## src/rtl/rc4_prga_decrypt_if.sv

```systemverilog
// Bundles the control handshake and the three memory ports of the RC4 decryptor.
// master = the decryptor; slave = controller plus S-memory, ROM and decrypted RAM.
interface rc4_prga_decrypt_if;
    logic       start;
    logic       busy;
    logic       done;
    logic       key_invalid;
    logic [7:0] s_addr;
    logic [7:0] s_wrdata;
    logic       s_wren;
    logic [7:0] s_rddata;
    logic [7:0] rom_addr;
    logic [7:0] rom_rddata;
    logic [7:0] d_addr;
    logic [7:0] d_wrdata;
    logic       d_wren;

    modport master (
        input  start, s_rddata, rom_rddata,
        output busy, done, key_invalid,
               s_addr, s_wrdata, s_wren, rom_addr, d_addr, d_wrdata, d_wren
    );

    modport slave (
        output start, s_rddata, rom_rddata,
        input  busy, done, key_invalid,
               s_addr, s_wrdata, s_wren, rom_addr, d_addr, d_wrdata, d_wren
    );
endinterface

```

## src/rtl/rc4_prga_decrypt.sv

```systemverilog
// RC4 keystream generator: swaps S entries, XORs keystream with ROM bytes, writes plaintext.
// 9 cycles per byte plus one DONE cycle; no backpressure, memories assumed 1-cycle read latency.
module rc4_prga_decrypt #(
    parameter int MSG_LEN     = 32,
    parameter bit CHECK_ASCII = 1'b1
) (
    input  logic                 clk,
    input  logic                 reset,
    rc4_prga_decrypt_if.master   bus
);

    localparam logic [7:0] K_LAST = 8'(MSG_LEN - 1);

    typedef enum logic [3:0] {
        IDLE, RD_I, GET_I, RD_J, GET_J, WR_I, WR_J, RD_F, GET_F, WR_D, DONE
    } state_t;

    state_t     state, state_next;
    logic [7:0] i, j, k;
    logic [7:0] si, sj, f, e;
    logic       key_invalid_q;
    logic       busy_q;
    logic [7:0] plain;
    logic       plain_ok;

    assign plain    = f ^ e;
    assign plain_ok = (plain == 8'd32) || (plain >= 8'd97 && plain <= 8'd122);

    always_comb begin
        state_next       = state;
        bus.busy         = busy_q;
        bus.key_invalid  = key_invalid_q;
        bus.done         = 1'b0;
        bus.s_addr       = 8'd0;
        bus.s_wrdata     = 8'd0;
        bus.s_wren       = 1'b0;
        bus.rom_addr     = 8'd0;
        bus.d_addr       = 8'd0;
        bus.d_wrdata     = 8'd0;
        bus.d_wren       = 1'b0;
        case (state)
            IDLE:  if (bus.start) state_next = RD_I;
            RD_I:  begin bus.s_addr = i; state_next = GET_I; end
            GET_I: state_next = RD_J;
            RD_J:  begin bus.s_addr = j; state_next = GET_J; end
            GET_J: state_next = WR_I;
            WR_I: begin
                bus.s_addr   = i;
                bus.s_wrdata = sj;
                bus.s_wren   = 1'b1;
                state_next   = WR_J;
            end
            WR_J: begin
                bus.s_addr   = j;
                bus.s_wrdata = si;
                bus.s_wren   = 1'b1;
                state_next   = RD_F;
            end
            // Reads after both swap writes, so the keystream index sees the updated S.
            RD_F: begin
                bus.s_addr   = si + sj;
                bus.rom_addr = k;
                state_next   = GET_F;
            end
            GET_F: state_next = WR_D;
            WR_D: begin
                bus.d_addr   = k;
                bus.d_wrdata = plain;
                bus.d_wren   = 1'b1;
                if (CHECK_ASCII && !plain_ok)
                    state_next = DONE;
                else if (k == K_LAST)
                    state_next = DONE;
                else
                    state_next = RD_I;
            end
            DONE: begin
                bus.done   = 1'b1;
                state_next = IDLE;
            end
            default: state_next = IDLE;
        endcase
    end

    always_ff @(posedge clk or posedge reset) begin
        if (reset) begin
            state         <= IDLE;
            i             <= 8'd0;
            j             <= 8'd0;
            k             <= 8'd0;
            si            <= 8'd0;
            sj            <= 8'd0;
            f             <= 8'd0;
            e             <= 8'd0;
            key_invalid_q <= 1'b0;
            busy_q        <= 1'b0;
        end else begin
            state  <= state_next;
            // busy rises one cycle after acceptance and holds through DONE.
            busy_q <= (state != IDLE) && (state_next != IDLE);
            case (state)
                IDLE: if (bus.start) begin
                    i             <= 8'd1;
                    j             <= 8'd0;
                    k             <= 8'd0;
                    key_invalid_q <= 1'b0;
                end
                GET_I: begin
                    si <= bus.s_rddata;
                    j  <= j + bus.s_rddata;
                end
                GET_J: sj <= bus.s_rddata;
                GET_F: begin
                    f <= bus.s_rddata;
                    e <= bus.rom_rddata;
                end
                WR_D: begin
                    if (CHECK_ASCII && !plain_ok) begin
                        key_invalid_q <= 1'b1;
                    end else if (k != K_LAST) begin
                        k <= k + 8'd1;
                        i <= i + 8'd1;
                    end
                end
                default: ;
            endcase
        end
    end

endmodule

```

## src/flat_wrapper.sv

```systemverilog
// flat-port wrapper written by rule: the top's interface ports become plain ports
module rc4_prga_decrypt_flat 
#(
    parameter int MSG_LEN     = 32,
    parameter bit CHECK_ASCII = 1'b1
)
  (clk, reset, bus_start, bus_s_rddata, bus_rom_rddata, bus_busy, bus_done, bus_key_invalid, bus_s_addr, bus_s_wrdata, bus_s_wren, bus_rom_addr, bus_d_addr, bus_d_wrdata, bus_d_wren);
  rc4_prga_decrypt_if bus_i ();
  input  logic clk;
  input  logic reset;
  input wire logic [$bits(bus_i.start)-1:0] bus_start;
  input wire logic [$bits(bus_i.s_rddata)-1:0] bus_s_rddata;
  input wire logic [$bits(bus_i.rom_rddata)-1:0] bus_rom_rddata;
  output wire logic [$bits(bus_i.busy)-1:0] bus_busy;
  output wire logic [$bits(bus_i.done)-1:0] bus_done;
  output wire logic [$bits(bus_i.key_invalid)-1:0] bus_key_invalid;
  output wire logic [$bits(bus_i.s_addr)-1:0] bus_s_addr;
  output wire logic [$bits(bus_i.s_wrdata)-1:0] bus_s_wrdata;
  output wire logic [$bits(bus_i.s_wren)-1:0] bus_s_wren;
  output wire logic [$bits(bus_i.rom_addr)-1:0] bus_rom_addr;
  output wire logic [$bits(bus_i.d_addr)-1:0] bus_d_addr;
  output wire logic [$bits(bus_i.d_wrdata)-1:0] bus_d_wrdata;
  output wire logic [$bits(bus_i.d_wren)-1:0] bus_d_wren;
  assign bus_i.start = bus_start;
  assign bus_i.s_rddata = bus_s_rddata;
  assign bus_i.rom_rddata = bus_rom_rddata;
  assign bus_busy = bus_i.busy;
  assign bus_done = bus_i.done;
  assign bus_key_invalid = bus_i.key_invalid;
  assign bus_s_addr = bus_i.s_addr;
  assign bus_s_wrdata = bus_i.s_wrdata;
  assign bus_s_wren = bus_i.s_wren;
  assign bus_rom_addr = bus_i.rom_addr;
  assign bus_d_addr = bus_i.d_addr;
  assign bus_d_wrdata = bus_i.d_wrdata;
  assign bus_d_wren = bus_i.d_wren;
  rc4_prga_decrypt #(.MSG_LEN(MSG_LEN), .CHECK_ASCII(CHECK_ASCII)) u_core (.clk(clk), .reset(reset), .bus(bus_i));
endmodule
```

## config.mk

```make
export PLATFORM = sky130hd
export DESIGN_NAME = rc4_prga_decrypt_flat
export DESIGN_NICKNAME = d
export VERILOG_FILES = /design/src/rtl/rc4_prga_decrypt_if.sv /design/src/rtl/rc4_prga_decrypt.sv /design/src/flat_wrapper.sv
export SDC_FILE = /design/constraint.sdc
export NUM_CORES = 1
export LEC_CHECK = 0
export ABC_AREA = 1
export BUFFER_PORTS_ARGS = -buffer_cell sky130_fd_sc_hd__buf_2
export CORE_MARGIN = 4
export CORE_UTILIZATION = 40
export DETAILED_ROUTE_END_ITERATION = 10
export HOLD_SLACK_MARGIN = 0.12
export SYNTH_ARGS = -nofsm -noshare
export SYNTH_HDL_FRONTEND = slang
export SYNTH_SLANG_ARGS = --single-unit
```

## constraint.sdc

```tcl
create_clock -name clk -period 2.9 [get_ports clk]
set_clock_uncertainty 0.2 [all_clocks]
set_input_delay 0.145 -clock clk [delete_from_list [all_inputs] [get_ports clk]]
set_output_delay 0.145 -clock clk [all_outputs]
set_load 0.01 [all_outputs]
```

Word-level counts from Yosys, hierarchy flattened
Index checks and enable logic that the tools add are counted.

storage, ports and cells
  output and inout port bits = 45
  input port bits = 19
  word-level logic and storage cells = 72
  bits in registers = 62

cells by class
  equal/unequal tests = 17
  order comparisons = 2
  add/subtract/negate cells = 4
  reduce and logical (&&, ||, !) cells = 14
  bitwise logic cells = 1
  mux-type cells = 24

operators by type and width
  operator                                                                             number
  8-bit 2-to-1 mux                                                                     9
  8-bit case mux with 2 select lines                                                   4
  4-bit case mux with 10 select lines                                                  1
  8-bit case mux with 3 select lines                                                   1
  8-bit by 1-bit adder with 8-bit output, second input constant                        2
  8-bit adder                                                                          2
  4-bit by 3-bit equality test with 1-bit output, second input constant                4
  4-bit equality test, second input constant                                           3
  4-bit 2-to-1 mux                                                                     3
  4-bit by 2-bit equality test with 1-bit output, second input constant                2
  8-bit by 5-bit equality test with 1-bit output, second input constant                1
  8-bit by 6-bit equality test with 1-bit output, second input constant                1
  8-bit by 7-bit greater-or-equal comparator with 1-bit output, second input constant  1
  8-bit by 7-bit <= comparator with 1-bit output, second input constant                1
  8-bit by 5-bit inequality test with 1-bit output, second input constant              1
  4-bit nonzero test                                                                   2
  8-bit bitwise XOR                                                                    1
  2-bit OR reduction                                                                   3
  1-bit 2-to-1 mux                                                                     5
  4-bit by 1-bit equality test with 1-bit output, second input constant                1
  4-bit logical NOT                                                                    1
  2-bit by 1-bit inequality test with 1-bit output, second input constant              2
  2-bit inequality test, second input constant                                         2
  4-bit AND reduction                                                                  1
  other kinds (6)                                                                      8

Depth between registers and ports, before layout
  depth in word-level cells = 8
  depth in mapped cells = 13
  mapped depth without buffers = 13

Worst setup path after synthesis
OpenSTA, ideal clock, no wires.

  kind = register -> output
  start point = reg u_core.sj[0]
  end point = out bus_s_addr[6]
  arrival = 1.633 ns
  setup slack = 0.922 ns
  path buffers = 0
  data required time = 2.555 ns
  cell stages (with the launch flop) = 14
  path through = dfrtp_1 ha_1 inv_1 fa_1 inv_1 nand2_1 nand2_1 a21oi_1 nor2_1 o21ai_0 nand2_1 a21oi_1 o21ai_0 nand3_1

between the ends
  word-level cells in the longest chain between the ends = 2

ends and longest elaborated chain
  element                             line                     RTL
  start, declared                     rc4_prga_decrypt.sv:20   logic [7:0] si, sj, f, e;
  start signal, assigned              rc4_prga_decrypt.sv:112  GET_J: sj <= bus.s_rddata;
  8-bit adder                         rc4_prga_decrypt.sv:61   bus.s_addr = si + sj;
  8-bit case mux with 3 select lines  rc4_prga_decrypt.sv:41   case (state)
  end, declared                       flat_wrapper.sv:17       output wire logic [$bits(bus_i.s_addr)-1:0] bus_s_addr;

No other way between the ends.

Final worst setup path
Same ends and word-level chain as after synthesis.

==> results_dict.tcl <==
set metrics [dict create \
    status "finished, final reports clean" \
    endpoint_kind "output port" \
    rr_startpoint "u_core.j[0]$_DFFE_PP0P_" \
    path_cells "ha_1 > inv_1 > fa_1 > inv_1 > nand2_1 > nand2_1 > a21oi_1 > nor2_1 > o21ai_0 > nand2_1 > a21oi_1 > o21ai_0 > nand3_1 > buf_2" \
    grt_pass1_wl_um 16740 \
    via_per_inst 4.889 \
    final_cell_area_mm2 0.004687 \
    clkLatencyLatePin_ns 0.35 \
    relSlewSlack_pct 67.11 \
    slew_violations 0 \
    total_power_mw 4.621 \
    num_antenna_cells 0 \
    fmax_mhz 385.6 \
    worst_pin_slew_ns 0.4927 \
    path_max_fanout 3 \
    syn_to_final_growth_pct 22.02 \
    synth_edf_count 0 \
    first_global_vias 3333 \
    nets 624 \
    core_area_mm2 0.009284 \
    htreeDepth 3 \
    yosys-top-cells-area "dfrtp_1, nand2_1, o21ai_0" \
    synth_cell_types 41 \
    critPathMaxStageDelay_ns 0.40 \
    p_per_area_mw_per_mm2 985.9 \
    vdd.ir_drop.worst_mv 0.3174 \
    port_buffers 63 \
    preCtsSetupSlack_ns 0.6612 \
    hold_class "in2async" \
    cts.reportedPaths.clkPinSlew_ns 0.08 \
    period_minus_slack_ns 2.594 \
    antenna_found_initial 0 \
    grt_overflow_total 0 \
    place_area_mm2 0.004290 \
    synth_largest_area_cell "dfrtp_1" \
    num_rows 35 \
    track_usage_pct 18.85 \
    cp_common_cell "nand2_1" \
    synth_cells 500 \
    stdcell_count 721 \
    yosysTopAreaCellShare_pct 40.39 \
    r2r_cells 9 \
    crit_start "u_core.sj[0]$_DFFE_PP0P_" \
    die_area_mm2 0.01123 \
    io_pins 64 \
    postRouteAntennaNets 0 \
    wirelength_um 9935 \
    vias 3525 \
    synth_area_per_cell_um2 7.682 \
    grt_start_max_net_pins 28 \
    cts_tree "done" \
    worstSetupStartpointType "flop" \
    start_util_pct 41.37 \
    async_flop_share_pct 100.0 \
    wire_per_inst_um 13.78 \
    layout-drive-gt1-share_pct 20.27 \
    cts_made_buffers 9 \
    rsz0062_at_grt "no" \
    yosys_warnings 0 \
    cts_buffer_depth 2 \
    syn_area_mm2 0.003841 \
    fin_crit_sh_pct 89.43 \
    cts_root_buffer "clkbuf_8" \
    p_leak_nw 2.366 \
    fin_tns_setup_ns 0 \
    max-cap-violations 0 \
    setup-violations-final 0 \
    worst_path_max_delay_cell "dfrtp_1" \
    die_w_um 106.0 \
    critPathRequiredTime_ns 2.56 \
    seq_area_frac_synth_pct 40.39 \
    route.detailed.drc 0 \
    final_util_pct 50.49 \
    dr.pass1.iters 4 \
    yosys_most_used_dff "dfrtp_1" \
    syn_nets 537 \
    worstSetupPathType "reg2out" \
    clock-sinks 62 \
    whs_ns 0.1618 \
    drt_iter0_markers 241 \
    dp.cells 687 \
    synth.ff_latch_count 62 \
    crit_arrival_ns 2.25 \
    place.gp.congestion 0.8760 \
    layout_setup_ws_ns 0.3065 \
    hold_viol_final 0 \
    cts_setup_buffers 0 \
    die_h_um 106.0 \
    dp_hpwl_um 7637 \
]
-- final timing paths --
kind | end | slack [ns]
max | bus_s_addr[6] | 0.31
min | u_core.e[5]$_DFFE_PP0P_ | 0.16
max reg2reg | u_core.j[6]$_DFFE_PP0P_ | 0.77
min reg2reg | u_core.bus.key_invalid$_DFFE_PP0P_ | 0.29
max in group asynchronous | u_core.sj[1]$_DFFE_PP0P_ | 1.65
min in group clk | u_core.bus.key_invalid$_DFFE_PP0P_ | 0.29
-- power breakdown --
part / total, mW / internal (mW) / switching (mW)
clock network: 0.859 / 0.509 / 0.350
logic: 2.28 / 0.819 / 1.46
registers: 1.48 / 1.20 / 0.281
-- metal layers --
metal | track usage [%] | routed length (um)
met4 | 4.718 | 114
met2 | 31.42 | 4844
met1 | 24.92 | 4489
met5 | 0 | 0
met3 | 4.189 | 485
-- Yosys cell counts, types with 3 or more instances --
cell and number:
o21ai_0 51, nor3_1 3, buf_2 4, or2_2 3
nand2_1 110, o21ai_1 7, nand4_1 6, nor2_1 51
inv_2 9, xor2_1 7, dfrtp_1 62, a21oi_1 16
a22oi_1 3, clkbuf_1 5, o221ai_1 5, nor2_4 4
inv_1 64, nand3_1 36, ha_1 16, o21ai_2 7
o22ai_1 3
-- critical path: cells and delay by family (launching register included) --
family	cells	cell delay [ns]
AO/OA/AOI/OAI	4	0.56
flip-flops	1	0.40
adder cells (fa/ha/maj)	2	0.38
AND/OR/NAND/NOR	5	0.33
buffers and inverters	3	0.25
-- cells by family after synthesis --
kind of cell	count (synthesis)	synth area share, %
flip-flops	62	40.39
AO/OA/AOI/OAI	100	15.24
adder cells (fa/ha/maj)	18	6.254
buffers and inverters	87	9.511
AND/OR/NAND/NOR	223	26.12
XOR/XNOR	10	2.476
-- repair_timing --
item | 4_1_cts | 5_1_grt
endpoints found under the hold margin | 99 | 0
hold buffers | 18 | 0
resized for setup | 0 | 0
-- registers in the layout, indices dropped and copies added (netlist names) --
signal                  count
u_core.e                    8
u_core.j                    8
u_core.state                4
u_core.i                    8
u_core.f                    8
u_core.bus.key_invalid      1
u_core.si                   8
u_core.bus.busy             1
u_core.sj                   8
u_core.k                    8
-- layout make-up --
class	instances	area, um2
fillers	939	4597
repair buffers	89	555.5
clock inverters	3	67.56
multi-input cells	351	1924
inverters	74	277.8
flip-flops and latches	62	1551
clock buffers	13	148.9
well taps	129	161.4
-- placed cells by master, fill, tap and decap left out, types with 8 or more instances in the layout --
| master | count |
|---|---|
| a21oi_1 | 16 |
| buf_2 | 63 |
| buf_4 | 8 |
| clkbuf_8 | 10 |
| dfrtp_1 | 62 |
| dlygate4sd3_1 | 18 |
| ha_1 | 16 |
| inv_1 | 63 |
| inv_2 | 10 |
| nand2_1 | 110 |
| nand3_1 | 36 |
| nor2_1 | 51 |
| o21ai_0 | 51 |
Note: power is estimated with default switching activity, not from simulation.
